**src/rtl/time_set_ctrl_if.sv**
```systemverilog
// ---------------------------------------------------------------------------------------------
// time_set_ctrl_if
//   Bus between the front-panel time-setting controller and the clock core.
//   The controller (master) reads the running time and drives the edited time,
//   the mode flags and the one-cycle load strobe. The clock core (slave) is the other end.
//
//   cur_hour_tens/ones, cur_min_tens/ones  running BCD time from the clock core
//   set_active                             clock core freezes its counters while high
//   sel_hour, sel_min                      digit-blink selects
//   hour_tens/ones, min_tens/ones          edited BCD time, valid while load=1
//   load                                   one-cycle commit strobe
// ---------------------------------------------------------------------------------------------
interface time_set_ctrl_if;
    logic [3:0] cur_hour_tens;
    logic [3:0] cur_hour_ones;
    logic [3:0] cur_min_tens;
    logic [3:0] cur_min_ones;
    logic       set_active;
    logic       sel_hour;
    logic       sel_min;
    logic [3:0] hour_tens;
    logic [3:0] hour_ones;
    logic [3:0] min_tens;
    logic [3:0] min_ones;
    logic       load;

    modport master (
        input  cur_hour_tens, cur_hour_ones, cur_min_tens, cur_min_ones,
        output set_active, sel_hour, sel_min,
        output hour_tens, hour_ones, min_tens, min_ones, load
    );

    modport slave (
        output cur_hour_tens, cur_hour_ones, cur_min_tens, cur_min_ones,
        input  set_active, sel_hour, sel_min,
        input  hour_tens, hour_ones, min_tens, min_ones, load
    );
endinterface

```
**src/rtl/time_set_ctrl.sv**
```systemverilog
// ---------------------------------------------------------------------------------------------
// time_set_ctrl
//   Front-panel time-setting controller for a 12-hour digital clock.
//   Two raw push-buttons (MODE, INC) are synchronised and debounced into one-cycle press
//   pulses. A RUN -> SET_HOUR -> SET_MIN -> COMMIT state machine edits a BCD copy of the
//   running time and, on commit, pulses load for one cycle with the new HH:MM.
//   An idle SET_* state times out back to RUN without loading.
//
//   clk        main clock, all logic on posedge
//   reset      asynchronous active-low master reset
//   btn_mode   raw MODE button, active-high, asynchronous to clk
//   btn_inc    raw INC button, active-high, asynchronous to clk
//   bus        time_set_ctrl_if master modport (running time in, edited time/strobes out)
// ---------------------------------------------------------------------------------------------
module time_set_ctrl #(
    parameter int unsigned DB_CYCLES      = 50000,
    parameter int unsigned DB_W           = 16,
    parameter int unsigned TIMEOUT_CYCLES = 10000000,
    parameter int unsigned TO_W           = 24
) (
    input  logic             clk,
    input  logic             reset,
    input  logic             btn_mode,
    input  logic             btn_inc,
    time_set_ctrl_if.master  bus
);

    localparam logic [DB_W-1:0] DbLast = DB_W'(DB_CYCLES - 1);
    localparam logic [TO_W-1:0] ToLast = TO_W'(TIMEOUT_CYCLES - 1);

    typedef enum logic [1:0] {
        StRun,
        StSetHour,
        StSetMin,
        StCommit
    } state_e;

    // -----------------------------------------------------------------------------------------
    // Input conditioning. Index 0 is MODE, index 1 is INC.
    // -----------------------------------------------------------------------------------------
    logic [1:0]            sync1_q, sync1_d;
    logic [1:0]            sync2_q, sync2_d;
    logic [1:0][DB_W-1:0]  db_cnt_q, db_cnt_d;
    logic [1:0]            stable_q, stable_d;
    logic [1:0]            stable_dly_q, stable_dly_d;
    logic [1:0]            press_q, press_d;

    logic mode_press;
    logic inc_press;

    // The counter runs while the synchronised level disagrees with the accepted level, so a
    // new level is accepted only after DB_CYCLES consecutive identical samples; any sample
    // that agrees again with the old level restarts the count.
    always_comb begin
        sync1_d      = {btn_inc, btn_mode};
        sync2_d      = sync1_q;
        db_cnt_d     = db_cnt_q;
        stable_d     = stable_q;
        stable_dly_d = stable_q;
        for (int i = 0; i < 2; i++) begin
            if (sync2_q[i] == stable_q[i]) begin
                db_cnt_d[i] = '0;
            end else if (db_cnt_q[i] == DbLast) begin
                stable_d[i] = sync2_q[i];
                db_cnt_d[i] = '0;
            end else begin
                db_cnt_d[i] = db_cnt_q[i] + DB_W'(1);
            end
        end
        // Rising edge of the accepted level only; releases are ignored.
        press_d = stable_q & ~stable_dly_q;
    end

    always_ff @(posedge clk or negedge reset) begin
        if (!reset) begin
            sync1_q      <= '0;
            sync2_q      <= '0;
            db_cnt_q     <= '0;
            stable_q     <= '0;
            stable_dly_q <= '0;
            press_q      <= '0;
        end else begin
            sync1_q      <= sync1_d;
            sync2_q      <= sync2_d;
            db_cnt_q     <= db_cnt_d;
            stable_q     <= stable_d;
            stable_dly_q <= stable_dly_d;
            press_q      <= press_d;
        end
    end

    assign mode_press = press_q[0];
    assign inc_press  = press_q[1];

    // -----------------------------------------------------------------------------------------
    // Edit state machine
    // -----------------------------------------------------------------------------------------
    state_e          state_q, state_d;
    logic [TO_W-1:0] to_cnt_q, to_cnt_d;
    logic [3:0]      hour_tens_q, hour_tens_d;
    logic [3:0]      hour_ones_q, hour_ones_d;
    logic [3:0]      min_tens_q, min_tens_d;
    logic [3:0]      min_ones_q, min_ones_d;
    logic            set_active_q, set_active_d;
    logic            sel_hour_q, sel_hour_d;
    logic            sel_min_q, sel_min_d;
    logic            load_q, load_d;

    logic            cur_hour_ok;
    logic            cur_min_ok;

    // Snapshot sanity: hour must be BCD 01..12, minute BCD 00..59.
    always_comb begin
        cur_hour_ok = ((bus.cur_hour_tens == 4'd0) && (bus.cur_hour_ones >= 4'd1) &&
                       (bus.cur_hour_ones <= 4'd9)) ||
                      ((bus.cur_hour_tens == 4'd1) && (bus.cur_hour_ones <= 4'd2));
        cur_min_ok  = (bus.cur_min_tens <= 4'd5) && (bus.cur_min_ones <= 4'd9);
    end

    always_comb begin
        state_d     = state_q;
        to_cnt_d    = to_cnt_q;
        hour_tens_d = hour_tens_q;
        hour_ones_d = hour_ones_q;
        min_tens_d  = min_tens_q;
        min_ones_d  = min_ones_q;

        unique case (state_q)
            StRun: begin
                to_cnt_d = '0;
                if (mode_press) begin
                    state_d = StSetHour;
                    if (cur_hour_ok) begin
                        hour_tens_d = bus.cur_hour_tens;
                        hour_ones_d = bus.cur_hour_ones;
                    end else begin
                        hour_tens_d = 4'd0;
                        hour_ones_d = 4'd1;
                    end
                    if (cur_min_ok) begin
                        min_tens_d = bus.cur_min_tens;
                        min_ones_d = bus.cur_min_ones;
                    end else begin
                        min_tens_d = 4'd0;
                        min_ones_d = 4'd0;
                    end
                end
            end

            StSetHour: begin
                // MODE outranks both INC and the timeout.
                if (mode_press) begin
                    state_d  = StSetMin;
                    to_cnt_d = '0;
                end else if (inc_press) begin
                    to_cnt_d = '0;
                    if ((hour_tens_q == 4'd1) && (hour_ones_q == 4'd2)) begin
                        hour_tens_d = 4'd0;
                        hour_ones_d = 4'd1;
                    end else if (hour_ones_q == 4'd9) begin
                        hour_tens_d = hour_tens_q + 4'd1;
                        hour_ones_d = 4'd0;
                    end else begin
                        hour_ones_d = hour_ones_q + 4'd1;
                    end
                end else if (to_cnt_q == ToLast) begin
                    state_d  = StRun;
                    to_cnt_d = '0;
                end else begin
                    to_cnt_d = to_cnt_q + TO_W'(1);
                end
            end

            StSetMin: begin
                if (mode_press) begin
                    state_d  = StCommit;
                    to_cnt_d = '0;
                end else if (inc_press) begin
                    to_cnt_d = '0;
                    // Minute wraps 59 -> 00 with no carry into the hour.
                    if (min_ones_q == 4'd9) begin
                        min_ones_d = 4'd0;
                        min_tens_d = (min_tens_q == 4'd5) ? 4'd0 : min_tens_q + 4'd1;
                    end else begin
                        min_ones_d = min_ones_q + 4'd1;
                    end
                end else if (to_cnt_q == ToLast) begin
                    state_d  = StRun;
                    to_cnt_d = '0;
                end else begin
                    to_cnt_d = to_cnt_q + TO_W'(1);
                end
            end

            StCommit: begin
                state_d  = StRun;
                to_cnt_d = '0;
            end

            default: begin
                state_d  = StRun;
                to_cnt_d = '0;
            end
        endcase

        // Flags are registered from the next state so they line up with state_q.
        set_active_d = (state_d != StRun);
        sel_hour_d   = (state_d == StSetHour);
        sel_min_d    = (state_d == StSetMin);
        load_d       = (state_d == StCommit);
    end

    always_ff @(posedge clk or negedge reset) begin
        if (!reset) begin
            state_q      <= StRun;
            to_cnt_q     <= '0;
            hour_tens_q  <= 4'd0;
            hour_ones_q  <= 4'd1;
            min_tens_q   <= 4'd0;
            min_ones_q   <= 4'd0;
            set_active_q <= 1'b0;
            sel_hour_q   <= 1'b0;
            sel_min_q    <= 1'b0;
            load_q       <= 1'b0;
        end else begin
            state_q      <= state_d;
            to_cnt_q     <= to_cnt_d;
            hour_tens_q  <= hour_tens_d;
            hour_ones_q  <= hour_ones_d;
            min_tens_q   <= min_tens_d;
            min_ones_q   <= min_ones_d;
            set_active_q <= set_active_d;
            sel_hour_q   <= sel_hour_d;
            sel_min_q    <= sel_min_d;
            load_q       <= load_d;
        end
    end

    assign bus.set_active = set_active_q;
    assign bus.sel_hour   = sel_hour_q;
    assign bus.sel_min    = sel_min_q;
    assign bus.load       = load_q;
    assign bus.hour_tens  = hour_tens_q;
    assign bus.hour_ones  = hour_ones_q;
    assign bus.min_tens   = min_tens_q;
    assign bus.min_ones   = min_ones_q;

endmodule
```
**src/flat_wrapper.sv**
```systemverilog
// flat-port wrapper written by rule: the top's interface ports become plain ports
module time_set_ctrl_flat 
#(
    parameter int unsigned DB_CYCLES      = 50000,
    parameter int unsigned DB_W           = 16,
    parameter int unsigned TIMEOUT_CYCLES = 10000000,
    parameter int unsigned TO_W           = 24
)
  (clk, reset, btn_mode, btn_inc, bus_cur_hour_tens, bus_cur_hour_ones, bus_cur_min_tens, bus_cur_min_ones, bus_set_active, bus_sel_hour, bus_sel_min, bus_hour_tens, bus_hour_ones, bus_min_tens, bus_min_ones, bus_load);
  time_set_ctrl_if bus_i ();
  input  logic clk;
  input  logic reset;
  input  logic btn_mode;
  input  logic btn_inc;
  input wire logic [$bits(bus_i.cur_hour_tens)-1:0] bus_cur_hour_tens;
  input wire logic [$bits(bus_i.cur_hour_ones)-1:0] bus_cur_hour_ones;
  input wire logic [$bits(bus_i.cur_min_tens)-1:0] bus_cur_min_tens;
  input wire logic [$bits(bus_i.cur_min_ones)-1:0] bus_cur_min_ones;
  output wire logic [$bits(bus_i.set_active)-1:0] bus_set_active;
  output wire logic [$bits(bus_i.sel_hour)-1:0] bus_sel_hour;
  output wire logic [$bits(bus_i.sel_min)-1:0] bus_sel_min;
  output wire logic [$bits(bus_i.hour_tens)-1:0] bus_hour_tens;
  output wire logic [$bits(bus_i.hour_ones)-1:0] bus_hour_ones;
  output wire logic [$bits(bus_i.min_tens)-1:0] bus_min_tens;
  output wire logic [$bits(bus_i.min_ones)-1:0] bus_min_ones;
  output wire logic [$bits(bus_i.load)-1:0] bus_load;
  assign bus_i.cur_hour_tens = bus_cur_hour_tens;
  assign bus_i.cur_hour_ones = bus_cur_hour_ones;
  assign bus_i.cur_min_tens = bus_cur_min_tens;
  assign bus_i.cur_min_ones = bus_cur_min_ones;
  assign bus_set_active = bus_i.set_active;
  assign bus_sel_hour = bus_i.sel_hour;
  assign bus_sel_min = bus_i.sel_min;
  assign bus_hour_tens = bus_i.hour_tens;
  assign bus_hour_ones = bus_i.hour_ones;
  assign bus_min_tens = bus_i.min_tens;
  assign bus_min_ones = bus_i.min_ones;
  assign bus_load = bus_i.load;
  time_set_ctrl #(.DB_CYCLES(DB_CYCLES), .DB_W(DB_W), .TIMEOUT_CYCLES(TIMEOUT_CYCLES), .TO_W(TO_W)) u_core (.clk(clk), .reset(reset), .btn_mode(btn_mode), .btn_inc(btn_inc), .bus(bus_i));
endmodule
```
**config.mk**
```make
export PLATFORM = sky130hd
export DESIGN_NAME = time_set_ctrl_flat
export DESIGN_NICKNAME = d
export VERILOG_FILES = /design/src/rtl/time_set_ctrl_if.sv /design/src/rtl/time_set_ctrl.sv /design/src/flat_wrapper.sv
export SDC_FILE = /design/constraint.sdc
export NUM_CORES = 1
export LEC_CHECK = 0
export ABC_AREA = 0
export BUFFER_PORTS_ARGS = -buffer_cell sky130_fd_sc_hd__buf_4
export CAP_MARGIN = 20
export CORE_MARGIN = 5
export CORE_UTILIZATION = 53
export CTS_CLUSTER_SIZE = 30
export DETAILED_ROUTE_END_ITERATION = 10
export HOLD_SLACK_MARGIN = 0.12
export PLACE_DENSITY = 0.72
export RECOVER_POWER = 50
export SYNTH_ARGS = -nofsm -noshare
export SYNTH_HDL_FRONTEND = slang
export SYNTH_SLANG_ARGS = --single-unit
```
**constraint.sdc**
```tcl
create_clock -name clk -period 1.9 [get_ports clk]
set_input_delay 0.57 -clock clk [delete_from_list [all_inputs] [get_ports clk]]
set_output_delay 0.57 -clock clk [all_outputs]
set_load 0.1 [all_outputs]
```
After elaboration in Yosys (flattened, before gate mapping):

Index checks and enable logic that the tools add are counted.

* bitwise operators: 4
* reduce and logical (&&, ||, !) cells: 19
* equality and inequality tests: 24
* add/sub/neg operators: 7
* order comparisons: 5
* muxes and demuxes: 41

Operators by type and width (number)
* two-way mux 4 bit: 23
* two-way mux 24 bit: 3
* two-way mux 16 bit: 4
* case mux 24 bit (2 select lines): 1
* adder 16 x 1 -> 16 bit (second input constant): 2
* equality test 16 bit (second input constant): 2
* case mux 4 bit (2 select lines): 4
* adder 24 x 1 -> 24 bit (second input constant): 1
* equality test 24 bit (second input constant): 1
* adder 4 x 1 -> 4 bit (second input constant): 4
* two-way mux 2 bit: 5
* AND reduction 5 bit: 2
* equality test 2 bit (second input constant): 4
* equality test 4 x 1 -> 1 bit (second input constant): 2
* equality test 4 bit (second input constant): 2
* less-or-equal comparator 4 bit (second input constant): 2
* != test 2 x 1 -> 1 bit (second input constant): 4
* case mux 2 bit (4 select lines): 1
* AND reduction 4 bit: 2
* nonzero test 2 bit: 3
* logical AND 1 bit: 5
* equality test 2 x 1 -> 1 bit (second input constant): 2
* equality test 4 x 2 -> 1 bit (second input constant): 1
* equality test 4 x 3 -> 1 bit (second input constant): 1
* 14 further kinds: 19

* word-level logic and storage cells: 118
* register bits: 88
* output and inout port bits: 20
* bits of input ports: 20

Depth between registers and ports, before layout:

Gate-level depths: netlist of the first run.

* depth after elaboration: 7
* mapped depth: 8
* gate-level depth less buffers: 7

Worst setup path after synthesis of the first run:

OpenSTA, ideal clock, no wires.

* path kind: flip-flop to flip-flop
* from: register u_core.hour_tens_q[0] (netlist: u_core.bus.hour_tens[0])
* to: register u_core.hour_ones_q[1] (netlist: u_core.bus.hour_ones[1])
* slack: -451 ps
* path buffers: 0
* stages on the path, launching flop included: 7
* data required time: 1774 ps
* library setup time: 126 ps
* period minus slack after synthesis: 2351 ps
* arrival time: 2225 ps
* cell sequence: dfrtp_1 > ha_1 > nor4b_1 > nand3_1 > a21oi_1 > a311oi_1 > o22a_1

* longest elaborated chain between the ends: 6

RTL lines
* from (decl): line time_set_ctrl.sv:100 `logic [3:0] hour_tens_q, hour_tens_d;`
* from (signal assigned): line time_set_ctrl.sv:228 `hour_tens_q <= hour_tens_d;`
* equality test 4 x 1 -> 1 bit: line time_set_ctrl.sv:157 `if ((hour_tens_q == 4'd1) && (hour_ones_q == 4'd2)) begin`
* logical AND 1 bit: line time_set_ctrl.sv:157
* two-way mux 4 bit: line time_set_ctrl.sv:157
* two-way mux 4 bit: line time_set_ctrl.sv:155 `end else if (inc_press) begin`
* two-way mux 4 bit: line time_set_ctrl.sv:152 `if (mode_press) begin`
* case mux 4 bit (2 select lines): line time_set_ctrl.sv:128 `unique case (state_q)`
* to (signal assigned): line time_set_ctrl.sv:229 `hour_ones_q <= hour_ones_d;`
* to (decl): line time_set_ctrl.sv:101 `logic [3:0] hour_ones_q, hour_ones_d;`

Every way passes these cells. The select of a mux whose other input is x is not followed.
A chain may end at the register's enable or synchronous reset.

Final worst setup path of the first run:

* from: register u_core.state_q[1]
* to: register u_core.min_tens_q[3] (netlist: u_core.bus.min_tens[3])

* longest elaborated chain between the ends: 3
* elaborated cells between the ends (all ways): 9
* classes of those cells: eq/ne: 5; mux: 1; reduce/logical: 3

RTL lines
* from (decl): line time_set_ctrl.sv:98 `state_e state_q, state_d;`
* from (signal assigned): line time_set_ctrl.sv:215 `state_q <= StRun;`
* from (signal assigned): line time_set_ctrl.sv:226 `state_q <= state_d;`
* equality test 2 bit or logical NOT 2 bit (tied branches): line time_set_ctrl.sv:128
* != test 2 x 1 -> 1 bit (no line), or another cell as far along
* AND reduction 5 bit (no line)
* to (signal assigned): line time_set_ctrl.sv:230 `min_tens_q <= min_tens_d;`
* to (decl): line time_set_ctrl.sv:102 `logic [3:0] min_tens_q, min_tens_d;`

Parallel ways exist; a longest one is shown, timed or not.

==> results of run 1 <==
==> cell usage in the layout, fill, tap and decap left out, types with 3 or more instances in the layout <==
master     netlist  final
nand4bb_1        3      3
clkbuf_4         0      3
nor2_1          79     79
xnor2_1         26     26
nor4_1           4      3
dfrtp_2          0      6
a21oi_1         15     13
dfrtp_4          0      3
nand2_1         38     38
buf_4            0     48
nand4_1         12     12
or2_2            4      3
o21ai_0         12     12
nor2b_1          7      7
a21o_1           3      3
ha_1             8      6
nor3_1          11     11
o22ai_1          3      3
nand3_1         23     23
clkbuf_1         6      3
inv_1           17     17
and2_1           3      3
clkbuf_8         0     11
nor3b_1          3      3
and3_1          13     13
xor2_1          28     28
dfrtp_1         87     78
==> per-layer routing <==
layer  global-route usage, %  wire [µm]  part of all wire [%]  vias up
li1                        -          -                     -     1642
met1                   22.63       3733                    46     1584
met2                   28.56       3825                    47       82
met3                   3.391        437                   5.4       11
met5                       0          0                     0        -
met4                   7.668        134                   1.6        0
==> flip-flops by register name, indices dropped and copies added (netlist names), 4 cells and up <==
name	flops
u_core.bus.hour_ones	4
u_core.bus.hour_tens	4
u_core.bus.min_ones	4
u_core.bus.min_tens	4
u_core.db_cnt_q	32
u_core.to_cnt_q	24
==> cell usage after synthesis, types with 8 or more instances <==
master   number  area [µm²]
inv_1        17       63.81
and3_1       13       81.33
xor2_1       28       245.2
a21oi_1      15       75.07
ha_1          8       100.1
nor2_1       79       296.5
nand3_1      23       115.1
nand2_1      38       142.6
o21ai_0      12       60.06
nand4_1      12       75.07
xnor2_1      26       227.7
dfrtp_1      87        2177
nor3_1       11       55.05
==> path summary, 6_finish.rpt <==
kind	startpoint	to
max	u_core.state_q[1]	u_core.bus.min_tens[3]
min	reset	u_core.bus.min_tens[1]
max reg2reg	u_core.state_q[1]	u_core.bus.min_tens[3]
min reg2reg	u_core.sync1_q[0]	u_core.sync2_q[0]
max in group asynchronous	reset	u_core.stable_dly_d[0]
min in group clk	btn_mode	u_core.sync1_q[0]
==> report_power, final <==
part           total (mW)  leakage [nW]  internal (mW)  switching, mW
Combinational       0.135          1.00         0.0554         0.0796
Clock                1.45         0.113          0.815          0.636
Sequential           1.90          1.16           1.89         0.0111
Total                3.48          2.27           2.76          0.726
==> layout make-up <==
class,instances,area share (%)
repair buffers,56,8.319
clock buffers,12,2.999
inverters,17,1.233
clock inverters,4,1.475
flip-flops and latches,88,43.02
well taps,105,2.539
multi-input cells,333,40.41
==> worst max-delay path: stages, from the launching register on <==
cell     delay (ns)
dfrtp_1        0.41
inv_1          0.09
ha_2           0.23
nand2_1        0.09
o21a_1         0.20
a21o_1         0.16
or4b_1         0.50
nand3_1        0.10
==> what timing repair did <==
action                                  CTS  global route
endpoints found under the hold margin     0             0
resized for setup                         3             6
endpoints found under the setup margin    5            21
hold buffers                              0             0
pin swaps                                 0             0
cloned                                    0             0
==> cells by family after synthesis <==
family,synth area share [%]
buf+inv,2.578
simple gates,25.81
xor+xnor,10.83
compound gates,7.075
mux,0.9739
flops,50.44
fa+ha+maj,2.292
==> through the flow <==
step	TNS [ns]	std cells
finish	0	615
global route	-0.06033	615
CTS	0	615
floorplan	-0.001959	448
detailed placement	-0.09793	599
global placement	0	599
==> flow_summary_export.csv, run 1 <==
group,metric,value,unit
clock_network,clock_sinks,88,
place,place_ws,-0.05067,ns
floorplanning,dieArea,0.01016,mm²
floorplanning,die_y,100.8,µm
clock_network,cts_setup_buffers,0,
flow_run,drv_cap,0,
final_layout,multi_input_area,0.002091,mm²
routing,vias,3319,
run_status,outcome,"completed",
final_layout,final_area,0.005174,mm²
sta,fin_crit,1.857,ns
sta,tightestPinTransition,0.7534,ns
yosys,synth_edf_count,0,
worst_setup_path,r2r_setup_slack,0.04,ns
yosys,ys_async_sr_fraction,100.0,%
floorplanning,rows,33,
worst_setup_path,startpoint_type,"flip-flop",
yosys,ys_seq_elements,88,
sta,post-route-period-util,97.76,%
sta,final.setup_skew,0.007713,ns
worst_setup_path,worstSetupPathType,"reg2reg",
final_layout,n_antenna_cell,0,
final_layout,fillers,672,
place,hpwl,5.826,mm
clock_network,cts_tree,"built",
clock_network,clk_path_buf_depth,2,
place,gp_routability_congestion,0.8484,
routing,antenna_left,0,
sta,fin_ws,0.04258,ns
yosys,syn_area_per_cell,9.750,µm²
power,power.static_leakage,2.272,nW
routing,drc_errors,0,
place,port_buffers,39,
sta,drv_slew,0,
final_layout,area_growth,18.45,%
yosys,syn_nets,476,
clock_network,h-tree-depth,3,
sta,rsz0062_at_grt,"true",
floorplanning,fp.dieW,100.8,µm
worst_setup_path,crit_fanout,7,
routing,avgViaCountPerCell,5.397,
place,place_area,0.004926,mm²
floorplanning,coreArea,0.008134,mm²
floorplanning,pin_count,40,
sta,hold_viol,0,
worst_setup_path,setup.worst_path.end_class,"flip-flop",
routing,routed_wl,8.131,mm
power,p_per_area,673.3,mW/mm²
sta,max_slew_margin,49.78,%
routing,wire_per_inst,13.22,µm
yosys,yosys_warnings,0,
yosys,yosysSeqAreaShare,50.44,%
clock_network,cts_buffers,9,
final_layout,final_nets,533,
final_layout,final_util,63.61,%
power,ir_worst_vdd,395.6,µV
routing,dr.first_iter.drc_count,110,
floorplanning,start_util,53.70,%
sta,finalSetupViolations,0,
power,power.total,3.483,mW
yosys,syn_inst,448,
global_route,grt_pass1_wl,14.41,mm
global_route,antenna_found_initial,0,
yosys,netlist_area,0.004368,mm²
global_route,grt_usage,17.48,%
worst_setup_path,worstRegToRegCells,7,
clock_network,cts-root-buf,"clkbuf_8",
sta,hold-worst-slack,0.2741,ns
worst_setup_path,arrival,2.15,ns
clock_network,clkLatencyLatePin,0.35,ns
yosys,synth_ff_type,"dfrtp_1",
worst_setup_path,required,2.19,ns
min_path,min_path_type,"in2async",
clock_network,cts.reportedPaths.clkPinSlew,0.08,ns
routing,drtPass1Iterations,4,
yosys,synth.distinct_cells,50,
final_layout,drive_gt1_share,19.80,%
final_layout,regArea,0.002226,mm²
sta,fmax,0.5384,GHz
global_route,grt_overflow_total,0,
global_route,grt_pass1_vias,3286,
global_route,grt_max_degree,43,
Power figures use the tool's default switching activity.
==> run 2: changes to the inputs <==
--- a/config.mk
+++ b/config.mk
@@ -6,12 +6,12 @@
 export NUM_CORES = 1
 export LEC_CHECK = 0
 export ABC_AREA = 0
-export BUFFER_PORTS_ARGS = -buffer_cell sky130_fd_sc_hd__buf_4
 export CAP_MARGIN = 20
 export CORE_MARGIN = 5
-export CORE_UTILIZATION = 53
+export CORE_UTILIZATION = 57
 export CTS_CLUSTER_SIZE = 30
 export DETAILED_ROUTE_END_ITERATION = 10
+export DONT_BUFFER_PORTS = 1
 export HOLD_SLACK_MARGIN = 0.12
 export PLACE_DENSITY = 0.72
 export RECOVER_POWER = 50
==> run 2 against run 1 <==
  * The flow now finishes with violations (negative hold slack)
  * Clock power shrank 12%
  * Clock skew grew 0.0045 ns
  * Sequential power is essentially flat
  * Combinational power shrank 54%
  * Sequential share of layout area grew 1.3 points
  * Largest cell class unchanged
  * Largest power group unchanged
==> flow_summary_export.csv, run 2 (synthesized netlist as in run 1, its figures left out) <==
group,metric,value,unit
global_route,grt_pass1_vias,3204,
sta,max_slew_margin,72.45,%
sta,tightestPinTransition,0.4119,ns
final_layout,area_growth,15.04,%
sta,hold_viol,87,
floorplanning,dieArea,0.009514,mm²
final_layout,layout_commonest_cell,"nor2_1",
clock_network,cts_buffers,9,
worst_setup_path,r2r-end,"u_core.bus.min_tens[3]",
run_status,outcome,"finished, violations left",
routing,wire_per_inst,13.74,µm
routing,avgViaCountPerCell,5.513,
routing,routed_wl,8.118,mm
global_route,antenna_found_initial,0,
place,port_buffers,0,
final_layout,n_antenna_cell,0,
final_layout,top_regs,"u_core.db_cnt_q x32, u_core.to_cnt_q x24",
worst_setup_path,cp_cell_sequence,"buf_6",
sta,fin_crit,1.845,ns
final_layout,drive_gt1_share,17.38,%
clock_network,clk_path_buf_depth,2,
sta,hold-worst-slack,-0.1037,ns
worst_setup_path,slowest_delay,0.68,ns
floorplanning,start_util,57.42,%
final_layout,final_util,66.05,%
worst_setup_path,r2r_setup_slack,0.10,ns
floorplanning,pin_count,40,
power,p_per_area,643.9,mW/mm²
worst_setup_path,required,1.33,ns
floorplanning,coreArea,0.007607,mm²
worst_setup_path,startpoint_type,"flip-flop",
global_route,grt_usage,17.81,%
power,power.static_leakage,2.166,nW
sta,fmax,0.5421,GHz
clock_network,cts.reportedPaths.clkPinSlew,0.09,ns
flow_run,drv_cap,0,
final_layout,most-common-layout-cells,"nor2_1 (79), dfrtp_1 (78), nand2_1 (38)",
floorplanning,die_y,97.54,µm
global_route,grt_pass1_wl,14.18,mm
worst_setup_path,cpMaxStageDelayCell,"dfstp_4",
routing,dr.first_iter.drc_count,134,
sta,finalSetupTns,0,ns
clock_network,clkLatencyLatePin,0.36,ns
routing,drc_errors,0,
final_layout,largest_register,"u_core.db_cnt_q",
final_layout,final_nets,512,
clock_network,cts_tree,"built",
worst_setup_path,cp.depth,1,
power,ir_worst_vdd,497.6,µV
clock_network,cts-root-buf,"clkbuf_8",
run_status,violations,"negative hold slack",
global_route,grt_overflow_total,0,
routing,antenna_left,0,
global_route,grt_max_degree,89,
sta,fin_ws,0.05517,ns
sta,finalSetupViolations,0,
place,gp_routability_congestion,0.8054,
place,place_ws,0.01258,ns
worst_setup_path,endpoint,"bus_hour_ones[0]",
worst_setup_path,crit_fanout,10,
clock_network,clock_sinks,88,
sta,drv_slew,0,
min_path,min_path_type,"in2async",
floorplanning,fp.dieW,97.54,µm
sta,rsz0062_at_grt,"false",
worst_setup_path,startpoint,"u_core.bus.hour_ones[0]",
worst_setup_path,path_buf_inv,1,
worst_setup_path,worstSetupPathType,"reg2out",
routing,vias,3258,
worst_setup_path,setup.worst_path.end_class,"output pin",
place,hpwl,5.708,mm
final_layout,final_area,0.005025,mm²
worst_setup_path,reg2reg_from,"u_core.state_q[0]",
final_layout,largest_reg_flops,32,
sta,post-route-period-util,97.10,%
worst_setup_path,worstRegToRegCells,7,
worst_setup_path,cp_top_family,"flip-flops",
routing,drtPass1Iterations,4,
clock_network,h-tree-depth,3,
place,place_area,0.004757,mm²
power,power.total,3.235,mW
sta,final.setup_skew,0.01225,ns
worst_setup_path,arrival,1.27,ns
floorplanning,rows,32,
[run 2: cell type report]
class | instances | area (µm²)
clock buffers | 11 | 141.4
well taps | 102 | 127.6
repair buffers | 35 | 291.5
fillers | 624 | 2582
flip-flops and latches | 88 | 2226
multi-input cells | 333 | 2118
inverters | 17 | 63.81
clock inverters | 5 | 56.30
[run 2: where the power goes]
part,internal (mW),leakage [nW],total (mW),switching [mW]
Combinational,0.0291,0.911,0.0615,0.0324
Sequential,1.89,1.16,1.90,0.0113
Clock,0.642,0.0993,1.28,0.635
[run 2: per-layer routing]
| metal | share of wire (%) | wire, µm | vias to the layer above | track usage, % |
|---|---|---|---|---|
| met5 | 0 | 0 | - | 0 |
| met4 | 1.7 | 142 | 0 | 6.603 |
| met3 | 4.2 | 337 | 13 | 3.661 |
| met2 | 49 | 3943 | 75 | 29.36 |
| met1 | 46 | 3694 | 1565 | 23.23 |
| li1 | - | - | 1605 | - |
[run 2: repair_timing]
| item | CTS | global route |
|---|---|---|
| endpoints found under the setup margin | 1 | 6 |
| buffers inserted | 0 | 1 |
| gates resized for setup | 1 | 11 |
| hold endpoints to repair | 88 | 88 |
| pin swaps | 0 | 1 |
[run 2: worst reg2reg max path, delay by kind of cell, from the launching register on]
family | cells | cell delay [ns]
fa+ha+maj | 1 | 0.23
compound gates | 2 | 0.29
simple gates | 3 | 0.69
flops | 1 | 0.43
buf+inv | 1 | 0.11
[run 2: how the worst min path moves through the flow]
stage	from	to	slack [ns]	cells after the start
after floorplan	reset	u_core.bus.hour_ones[1]	0.27	0
after global placement	reset	u_core.bus.min_tens[1]	0.28	0
after detailed placement	reset	u_core.bus.min_tens[2]	0.28	0
after CTS	reset	u_core.bus.min_tens[2]	-0.12	0
after global routing	reset	u_core.bus.min_tens[2]	-0.14	0
final	reset	u_core.bus.min_tens[2]	-0.10	0
[run 2: metrics by stage]
| stage | hold slack [ns] | instances |
|---|---|---|
| after floorplan | 0.2744 | 448 |
| after global placement | 0.2765 | 574 |
| after detailed placement | 0.2768 | 574 |
| after CTS | -0.1201 | 590 |
| after global routing | -0.1384 | 591 |
| final | -0.1037 | 591 |
